**config.mk**
```make
export PLATFORM = sky130hd
export DESIGN_NAME = reg_wb_arbiter
export DESIGN_NICKNAME = d
export VERILOG_FILES = /design/src/rtl/reg_wb_arbiter_pkg.sv /design/src/rtl/reg_wb_arbiter_wb_fifo.sv /design/src/rtl/reg_wb_arbiter.sv
export SDC_FILE = /design/constraint.sdc
export NUM_CORES = 1
export LEC_CHECK = 0
export BUFFER_PORTS_ARGS = -buffer_cell sky130_fd_sc_hd__buf_2
export CORE_ASPECT_RATIO = 0.75
export CORE_MARGIN = 4
export CORE_UTILIZATION = 40
export CTS_CLUSTER_SIZE = 25
export DETAILED_ROUTE_END_ITERATION = 6
export PLACE_DENSITY = 0.66
export SLEW_MARGIN = 20
export SYNTH_ARGS = -nofsm -noshare
export SYNTH_HDL_FRONTEND = slang
export SYNTH_HIERARCHICAL = 1
export SYNTH_SLANG_ARGS = --single-unit
```
**constraint.sdc**
```tcl
create_clock -name clk -period 2.6 [get_ports clk]
set_clock_uncertainty 0.1 [all_clocks]
set_input_delay 0.52 -clock clk [delete_from_list [all_inputs] [get_ports clk]]
set_output_delay 0.52 -clock clk [all_outputs]
set_load 0.02 [all_outputs]
```
**src/rtl/reg_wb_arbiter_pkg.sv**
```systemverilog
// Shared constants and types for the Neptune register write-back front end.
package reg_wb_arbiter_pkg;

  localparam int unsigned WIDTH      = 16;
  localparam int unsigned ADD_WIDTH  = 3;
  localparam int unsigned REG_DEPTH  = 8;
  localparam int unsigned FIFO_DEPTH = 2;
  localparam int unsigned CNT_WIDTH  = 8;

  // Per-cycle issue decision taken on the two FIFO heads.
  typedef enum logic [2:0] {
    ISSUE_NONE = 3'd0,
    ISSUE_A    = 3'd1,
    ISSUE_B    = 3'd2,
    ISSUE_AB   = 3'd3,
    ISSUE_COLL = 3'd4
  } issue_e;

endpackage

```
**src/rtl/reg_wb_arbiter_wb_fifo.sv**
```systemverilog
// Small synchronous FIFO holding {add, data} write requests for one producer.
module wb_fifo #(
  parameter int unsigned W     = 19,
  parameter int unsigned DEPTH = 2
) (
  input  logic         clk,
  input  logic         rst,
  input  logic         push_i,
  input  logic [W-1:0] data_i,
  input  logic         pop_i,
  output logic         full_c,
  output logic         empty_c,
  output logic [W-1:0] head_c
);

  localparam int unsigned PTR_W = (DEPTH > 1) ? $clog2(DEPTH) : 1;
  localparam int unsigned CNT_W = $clog2(DEPTH + 1);

  logic [W-1:0]     mem_q [DEPTH];
  logic [PTR_W-1:0] wr_ptr_q, wr_ptr_d;
  logic [PTR_W-1:0] rd_ptr_q, rd_ptr_d;
  logic [CNT_W-1:0] cnt_q, cnt_d;
  logic             do_push;
  logic             do_pop;

  assign full_c  = (cnt_q == CNT_W'(DEPTH));
  assign empty_c = (cnt_q == CNT_W'(0));
  assign head_c  = mem_q[rd_ptr_q];

  // A full FIFO refuses a push even when it is popped on the same edge.
  assign do_push = push_i && !full_c;
  assign do_pop  = pop_i && !empty_c;

  // Pointer and occupancy next-state; depth is a power of two so pointers wrap naturally.
  always_comb begin
    wr_ptr_d = wr_ptr_q;
    rd_ptr_d = rd_ptr_q;
    cnt_d    = cnt_q;
    if (do_push) wr_ptr_d = wr_ptr_q + PTR_W'(1);
    if (do_pop)  rd_ptr_d = rd_ptr_q + PTR_W'(1);
    case ({do_push, do_pop})
      2'b10:   cnt_d = cnt_q + CNT_W'(1);
      2'b01:   cnt_d = cnt_q - CNT_W'(1);
      default: cnt_d = cnt_q;
    endcase
  end

  // Pointer and occupancy registers.
  always_ff @(posedge clk) begin
    if (rst) begin
      wr_ptr_q <= '0;
      rd_ptr_q <= '0;
      cnt_q    <= '0;
    end else begin
      wr_ptr_q <= wr_ptr_d;
      rd_ptr_q <= rd_ptr_d;
      cnt_q    <= cnt_d;
    end
  end

  // Storage; contents are meaningless while the slot is unoccupied, so no reset.
  always_ff @(posedge clk) begin
    if (do_push) mem_q[wr_ptr_q] <= data_i;
  end

endmodule

```
**src/rtl/reg_wb_arbiter.sv**
```systemverilog
// Dual-channel write-back arbiter driving the two register array write ports.
module reg_wb_arbiter
  import reg_wb_arbiter_pkg::*;
#(
  parameter int unsigned width      = WIDTH,
  parameter int unsigned add_width  = ADD_WIDTH,
  parameter int unsigned fifo_depth = FIFO_DEPTH,
  parameter int unsigned cnt_width  = CNT_WIDTH
) (
  input  logic                 clk,
  input  logic                 rst,
  input  logic                 a_valid,
  output logic                 a_ready,
  input  logic [add_width-1:0] a_add,
  input  logic [width-1:0]     a_data,
  input  logic                 b_valid,
  output logic                 b_ready,
  input  logic [add_width-1:0] b_add,
  input  logic [width-1:0]     b_data,
  output logic                 we1,
  output logic [add_width-1:0] add1,
  output logic [width-1:0]     wr1,
  output logic                 we2,
  output logic [add_width-1:0] add2,
  output logic [width-1:0]     wr2,
  output logic                 idle,
  output logic [cnt_width-1:0] coll_cnt
);

  localparam int unsigned PW = width + add_width;

  logic          a_full, a_empty, b_full, b_empty;
  logic [PW-1:0] a_head, b_head;
  logic          pop_a, pop_b;
  issue_e        issue;

  logic [add_width-1:0] a_head_add, b_head_add;
  logic [width-1:0]     a_head_data, b_head_data;

  logic                 we1_q, we1_d, we2_q, we2_d;
  logic [add_width-1:0] add1_q, add1_d, add2_q, add2_d;
  logic [width-1:0]     wr1_q, wr1_d, wr2_q, wr2_d;
  logic [cnt_width-1:0] coll_cnt_q, coll_cnt_d;

  wb_fifo #(.W(PW), .DEPTH(fifo_depth)) u_fifo_a (
    .clk     (clk),
    .rst     (rst),
    .push_i  (a_valid),
    .data_i  ({a_add, a_data}),
    .pop_i   (pop_a),
    .full_c  (a_full),
    .empty_c (a_empty),
    .head_c  (a_head)
  );

  wb_fifo #(.W(PW), .DEPTH(fifo_depth)) u_fifo_b (
    .clk     (clk),
    .rst     (rst),
    .push_i  (b_valid),
    .data_i  ({b_add, b_data}),
    .pop_i   (pop_b),
    .full_c  (b_full),
    .empty_c (b_empty),
    .head_c  (b_head)
  );

  assign a_ready     = !a_full;
  assign b_ready     = !b_full;
  assign a_head_add  = a_head[PW-1:width];
  assign a_head_data = a_head[width-1:0];
  assign b_head_add  = b_head[PW-1:width];
  assign b_head_data = b_head[width-1:0];

  // Issue decision: a same-address pair lets A go first and holds B one cycle.
  always_comb begin
    issue = ISSUE_NONE;
    case ({!a_empty, !b_empty})
      2'b10:   issue = ISSUE_A;
      2'b01:   issue = ISSUE_B;
      2'b11:   issue = (a_head_add == b_head_add) ? ISSUE_COLL : ISSUE_AB;
      default: issue = ISSUE_NONE;
    endcase
  end

  assign pop_a = (issue == ISSUE_A) || (issue == ISSUE_AB) || (issue == ISSUE_COLL);
  assign pop_b = (issue == ISSUE_B) || (issue == ISSUE_AB);

  // Next-state of the write ports; address/data hold while a port is idle.
  always_comb begin
    we1_d      = pop_a;
    add1_d     = add1_q;
    wr1_d      = wr1_q;
    we2_d      = pop_b;
    add2_d     = add2_q;
    wr2_d      = wr2_q;
    coll_cnt_d = coll_cnt_q;
    if (pop_a) begin
      add1_d = a_head_add;
      wr1_d  = a_head_data;
    end
    if (pop_b) begin
      add2_d = b_head_add;
      wr2_d  = b_head_data;
    end
    if ((issue == ISSUE_COLL) && !(&coll_cnt_q)) begin
      coll_cnt_d = coll_cnt_q + cnt_width'(1);
    end
  end

  // Write-port and collision-counter registers.
  always_ff @(posedge clk) begin
    if (rst) begin
      we1_q      <= 1'b0;
      add1_q     <= '0;
      wr1_q      <= '0;
      we2_q      <= 1'b0;
      add2_q     <= '0;
      wr2_q      <= '0;
      coll_cnt_q <= '0;
    end else begin
      we1_q      <= we1_d;
      add1_q     <= add1_d;
      wr1_q      <= wr1_d;
      we2_q      <= we2_d;
      add2_q     <= add2_d;
      wr2_q      <= wr2_d;
      coll_cnt_q <= coll_cnt_d;
    end
  end

  assign we1      = we1_q;
  assign add1     = add1_q;
  assign wr1      = wr1_q;
  assign we2      = we2_q;
  assign add2     = add2_q;
  assign wr2      = wr2_q;
  assign coll_cnt = coll_cnt_q;

  // Drain indicator for the pipeline halt logic.
  assign idle = a_empty && b_empty && !we1_q && !we2_q;

endmodule

```
; Yosys cells after proc, flatten, opt, wreduce, memory -nomap -nowiden
; Memories as Yosys holds them, arrays and structs flattened. A register that Yosys moved wholly into a read port is not among the register bits.
; Index checks and enable logic that the tools add are counted.
[word_totals]
reg_bits = 56
ramBits = 76
in_bits = 42
output_inout_bits = 51
wordCells = 73
mem_count = 2
[memory_table]
columns = memory, words, width, read_ports, rd_ports_with_merged_regs, wr, line
row1 = u_fifo_a.mem_q, 2, 19, 1, 1, 1, reg_wb_arbiter_wb_fifo.sv:19  ; logic [W-1:0] mem_q [DEPTH];
row2 = u_fifo_b.mem_q, 2, 19, 1, 1, 1, reg_wb_arbiter_wb_fifo.sv:19
[classes]
n_addsub = 9
n_eq_ne = 14
n_mux = 12
reduce_logical = 23
[ops]
columns = op, count
row1 = $eq A2 B2 Y1 const B, 6
row2 = $pmux W3 S3, 1
row3 = $add A8 B1 Y8 const B, 1
row4 = $logic_and A1 B1 Y1, 8
row5 = $mux W1, 8
row6 = $pmux W2 S2, 2
row7 = $reduce_and A8 Y1, 1
row8 = $logic_not A1 Y1, 7
row9 = $eq A2 B1 Y1 const B, 3
row10 = $eq A3 B2 Y1 const B, 2
row11 = $add A1 B1 Y1 const B, 4
row12 = $add A2 B1 Y2 const B, 2
row13 = $logic_not A2 Y1, 2
row14 = $reduce_bool A2 Y1, 2
row15 = $sub A2 B1 Y2 const B, 2
row16 = $eq A3 B1 Y1 const B, 1
row17 = $eq A3 B3 Y1, 1
row18 = $eq A3 B3 Y1 const B, 1
row19 = $logic_or A1 B1 Y1, 3
row20 = $mux W3, 1

; Logic depth before layout (Yosys ltp)
[depth]
depth_word = 10
depth_mapped = 12
depth_no_buf = 9

; Modules after synthesis
; Netlist, hierarchy kept.
[modules_own_cells]
columns = mod, instances, cells_per_inst, area_each_um2, seq_area_each_um2
row1 = wb_fifo, 2, 85, 1589.0, 1241.2
row2 = reg_wb_arbiter, 1, 209, 1829.3, 960.9

; Least setup slack after synthesis
; No wires, ideal clock.
[synth_timing]
path_kind = flip-flop to flip-flop
start = register (tool-made name)
end = register u_fifo_b.cnt_q[1]
setup_time_ns = 0.070
arrival_time_ns = 2.566
required_time_ns = 2.430
slack_ns = -0.136
stages_incl_launch_ff = 12
path_buffers = 3
period_less_slack_ns = 2.736
cell_sequence = dfxtp_1 > buf_2 > buf_2 > mux2_1 > xnor2_1 > a41o_1 > inv_1 > buf_2 > o21a_1 > ha_1 > or3_1 > a21oi_1
[synth_lines]
columns = element, line
row1 = to (signal assigned), reg_wb_arbiter_wb_fifo.sv:57  ; cnt_q <= cnt_d;
row2 = to (decl), reg_wb_arbiter_wb_fifo.sv:22  ; logic [CNT_W-1:0] cnt_q, cnt_d;

; Worst setup path after layout
[layout_timing]
start = register u_fifo_a.cnt_q[1]
end = output idle
[layout_via]
elab_chain_len = 4
[layout_lines]
columns = element, line
row1 = from (decl), reg_wb_arbiter_wb_fifo.sv:22
row2 = from (signal assigned), reg_wb_arbiter_wb_fifo.sv:57
row3 = $logic_not A2 Y1, reg_wb_arbiter_wb_fifo.sv:27  ; assign empty_c = (cnt_q == CNT_W'(0));
row4 = named net a_empty, reg_wb_arbiter.sv:32  ; logic a_full, a_empty, b_full, b_empty;
row5 = $logic_and A1 B1 Y1 (3 in series), reg_wb_arbiter.sv:140  ; assign idle = a_empty && b_empty && !we1_q && !we2_q;
row6 = to (decl), reg_wb_arbiter.sv:26  ; output logic idle,
; The timed path passes the listed nets, and every way through them passes these cells.

==> results.toml <==
[synthesis]
synth_area_leaders = "edfxtp_1 (46%), dfxtp_1 (23%), mux2_2 (5.6%), mux2i_1 (4.0%), nand2_1 (3.4%)"
avgSynthCellArea_um2 = 13.21
synth.distinct_cells = 34
syn_nets = 424
synthCells = 379
syn_area_um2 = 5007
synth-seq-cells = 134
synth_top_area_frac = 0.4558
ys_seq_area_frac = 0.6877
yosysWarnings = 6
yosys.area.top_type = "edfxtp_1"

[pwr]
ir_drop_mv = 0.6066
swShare = 0.3161
power_frac_clock = 0.323
power.static_leakage_nw = 2.567
p_int_mw = 5.133
p_per_area_nw_per_um2 = 1189
p_sw_mw = 2.372
share_seq_of_total_power = 0.390
finalPower_mw = 7.505
p_comb_frac = 0.287

[die]
io_pins = 93
die_w_um = 137.2
die_area_um2 = 14390
start_util = 0.4084
fp-row-count = 35
fp.dieH_um = 104.9
coreArea_um2 = 12260

[routing]
ant_nets = 0
first_pass_iters = 4
wl_mm = 10.11
drcViolationCount = 0
vias_per_cell = 4.686
num_vias = 3116
drt_iter0_drc = 154
route.detailed.wl_per_inst_um = 15.21

[clocking]
cts_inserted_buffers = 17
holdBufCountCts = 0
cts.sinks = 134
clkLatencyLatePin_ns = 0.41
clockRootBuffer = "clkbuf_16"
clkTransAtPathRegs_ns = 0.06
cts_tree = "built"
cts_buffer_depth = 2
cts_max_level = 4

[cells_and_area]
area_delta_synth_final_pct = 26.06
final_layout_size_suffix_gt1_frac = 0.3347
nNetsFinal = 531
fin_cells = 665
antennaDiodeCount = 0
layout_commonest_cell = "buf_2"
final_util = 0.5148
final_cell_mix = "buf_2 (92), edfxtp_1 (76), dfxtp_1 (58)"

[placement]
hpwlAfterDp_mm = 6.986
pre_cts_ws_ns = 0.2319
io_buffers = 92
dpl.cell_count = 633
gp_congestion = 0.7762

[sta]
setup_tns_ns = 0
worst_slack_ns = 0.1919
period_share = 0.9262
finalHoldViolations = 0
tightestPinTransition_ns = 0.5726
drv_slew = 0
period_minus_slack_ns = 2.408
rsz0062_at_grt = "false"
slew_headroom = 0.6183
max_freq_mhz = 415.3
setup_viol = 0

[critical_path]
worstSetupStartpointType = "register"
cp.required_ns = 1.98
crit_path_end_kind = "output port"
critPathMaxFanout = 18
path_class = "register to output port"
arrival_ns = 1.79

[flow_run]
maxCapViolCount = 0

[status]
outcome = "completed"

[global_routing]
gr-total-overflow = 0
antenna_found_initial = 0
grt_pass1_wl_mm = 16.15
grt_max_degree = 29
grt_usage = 0.1487
grt_pass1_vias = 3184

[hold_path]
hold_path_class = "primary input to register"
[cells in the mapped netlist, drive strengths merged]
cell    number
edfxtp      76
dfxtp       58
nand2       45
mux2        39
nor2        34
a21oi       28
mux2i       20
inv         13
buf          9
clkbuf       8
or3          7
xnor2        7
o21ai        5
o31ai        4
ha           3
nand2b       3
nand3        3
or4          3
and3         2
nand4        2
o21a         2
xor2         2
a41o         1
nor3         1
nor4         1
o21bai       1
o311a        1
or2          1
[cell families after synthesis]
family | Yosys count | share of synthesized area
xor gates and xnor gates | 9 | 0.01574
AOI/OAI and AO/OA | 42 | 0.04747
muxes | 59 | 0.1277
buffers and inverters | 30 | 0.02474
adders and majority gates | 3 | 0.007497
and+or+nand+nor | 102 | 0.08921
DFF | 134 | 0.6877
[power groups by stage]
stage / Combinational [mW] / Sequential (mW) / Clock, mW
after floorplan: 1.27 / 3.21 / 0
after global placement: 2.13 / 2.95 / 0
after detailed placement: 2.18 / 2.97 / 0
after CTS: 2.19 / 2.93 / 2.47
after global routing: 2.37 / 2.98 / 2.57
final: 2.15 / 2.93 / 2.43
[final timing paths]
check	slack [ns]	cells past startpoint	startpoint	end
min reg2reg	0.35	2	wr2[15]	wr2[15]
min	0.19	1	b_data[15]	u_fifo_b/mem_q[1][15]
max	0.19	5	u_fifo_a/cnt_q[1]	idle
max reg2reg	0.20	8	register	u_fifo_b/cnt_q[1]
[repair_timing]
item	4_1_cts	5_1_grt
setup endpoints to repair	0	1
setup buffers	0	0
gates resized for setup	0	1
[metal layers]
metal | track usage | up-vias | wire length [um] | share of wire
met2 | 0.2477 | 50 | 5177 | 0.51
met5 | 0 | - | 0 | 0
met3 | 0.05534 | 9 | 433 | 0.043
met4 | 0.04701 | 0 | 112 | 0.011
li1 | - | 1560 | - | -
met1 | 0.1780 | 1497 | 4391 | 0.43
[state kept, by name, indices dropped and copies added, names as in the netlist, 2 cells and up, named ones only]
| name | count |
|---|---|
| coll_cnt | 8 |
| add1 | 3 |
| u_fifo_b/cnt_q | 2 |
| wr2 | 16 |
| wr1 | 16 |
| add2 | 3 |
| u_fifo_b/mem_q | 38 |
| u_fifo_a/cnt_q | 2 |
| u_fifo_a/mem_q | 38 |
[final cells by class]
class	instances	area, um2
clock inverter	12	151.4
tap	166	207.7
multi-input combinational	215	1443
clock buffer	20	456.7
fill	1074	5949
inverter	13	48.80
timing repair buffer	105	561.8
sequential	134	3443
[worst max-delay path: stages (launching register included)]
cell and delay [ns]:
dfxtp_1 0.35, nor2_2 0.32, buf_6 0.30, nand2_1 0.07, nor3_1 0.14, buf_2 0.19
[stage by stage]
step	instance area [um2]	hold slack (ns)
2_1_floorplan	5016	0.3518
3_3_place_gp	5700	0.3404
3_5_place_dp	5700	0.3466
4_1_cts	6309	0.1758
5_1_grt	6312	0.1748
6_report	6312	0.1944
Power figures use the tool's default switching activity.
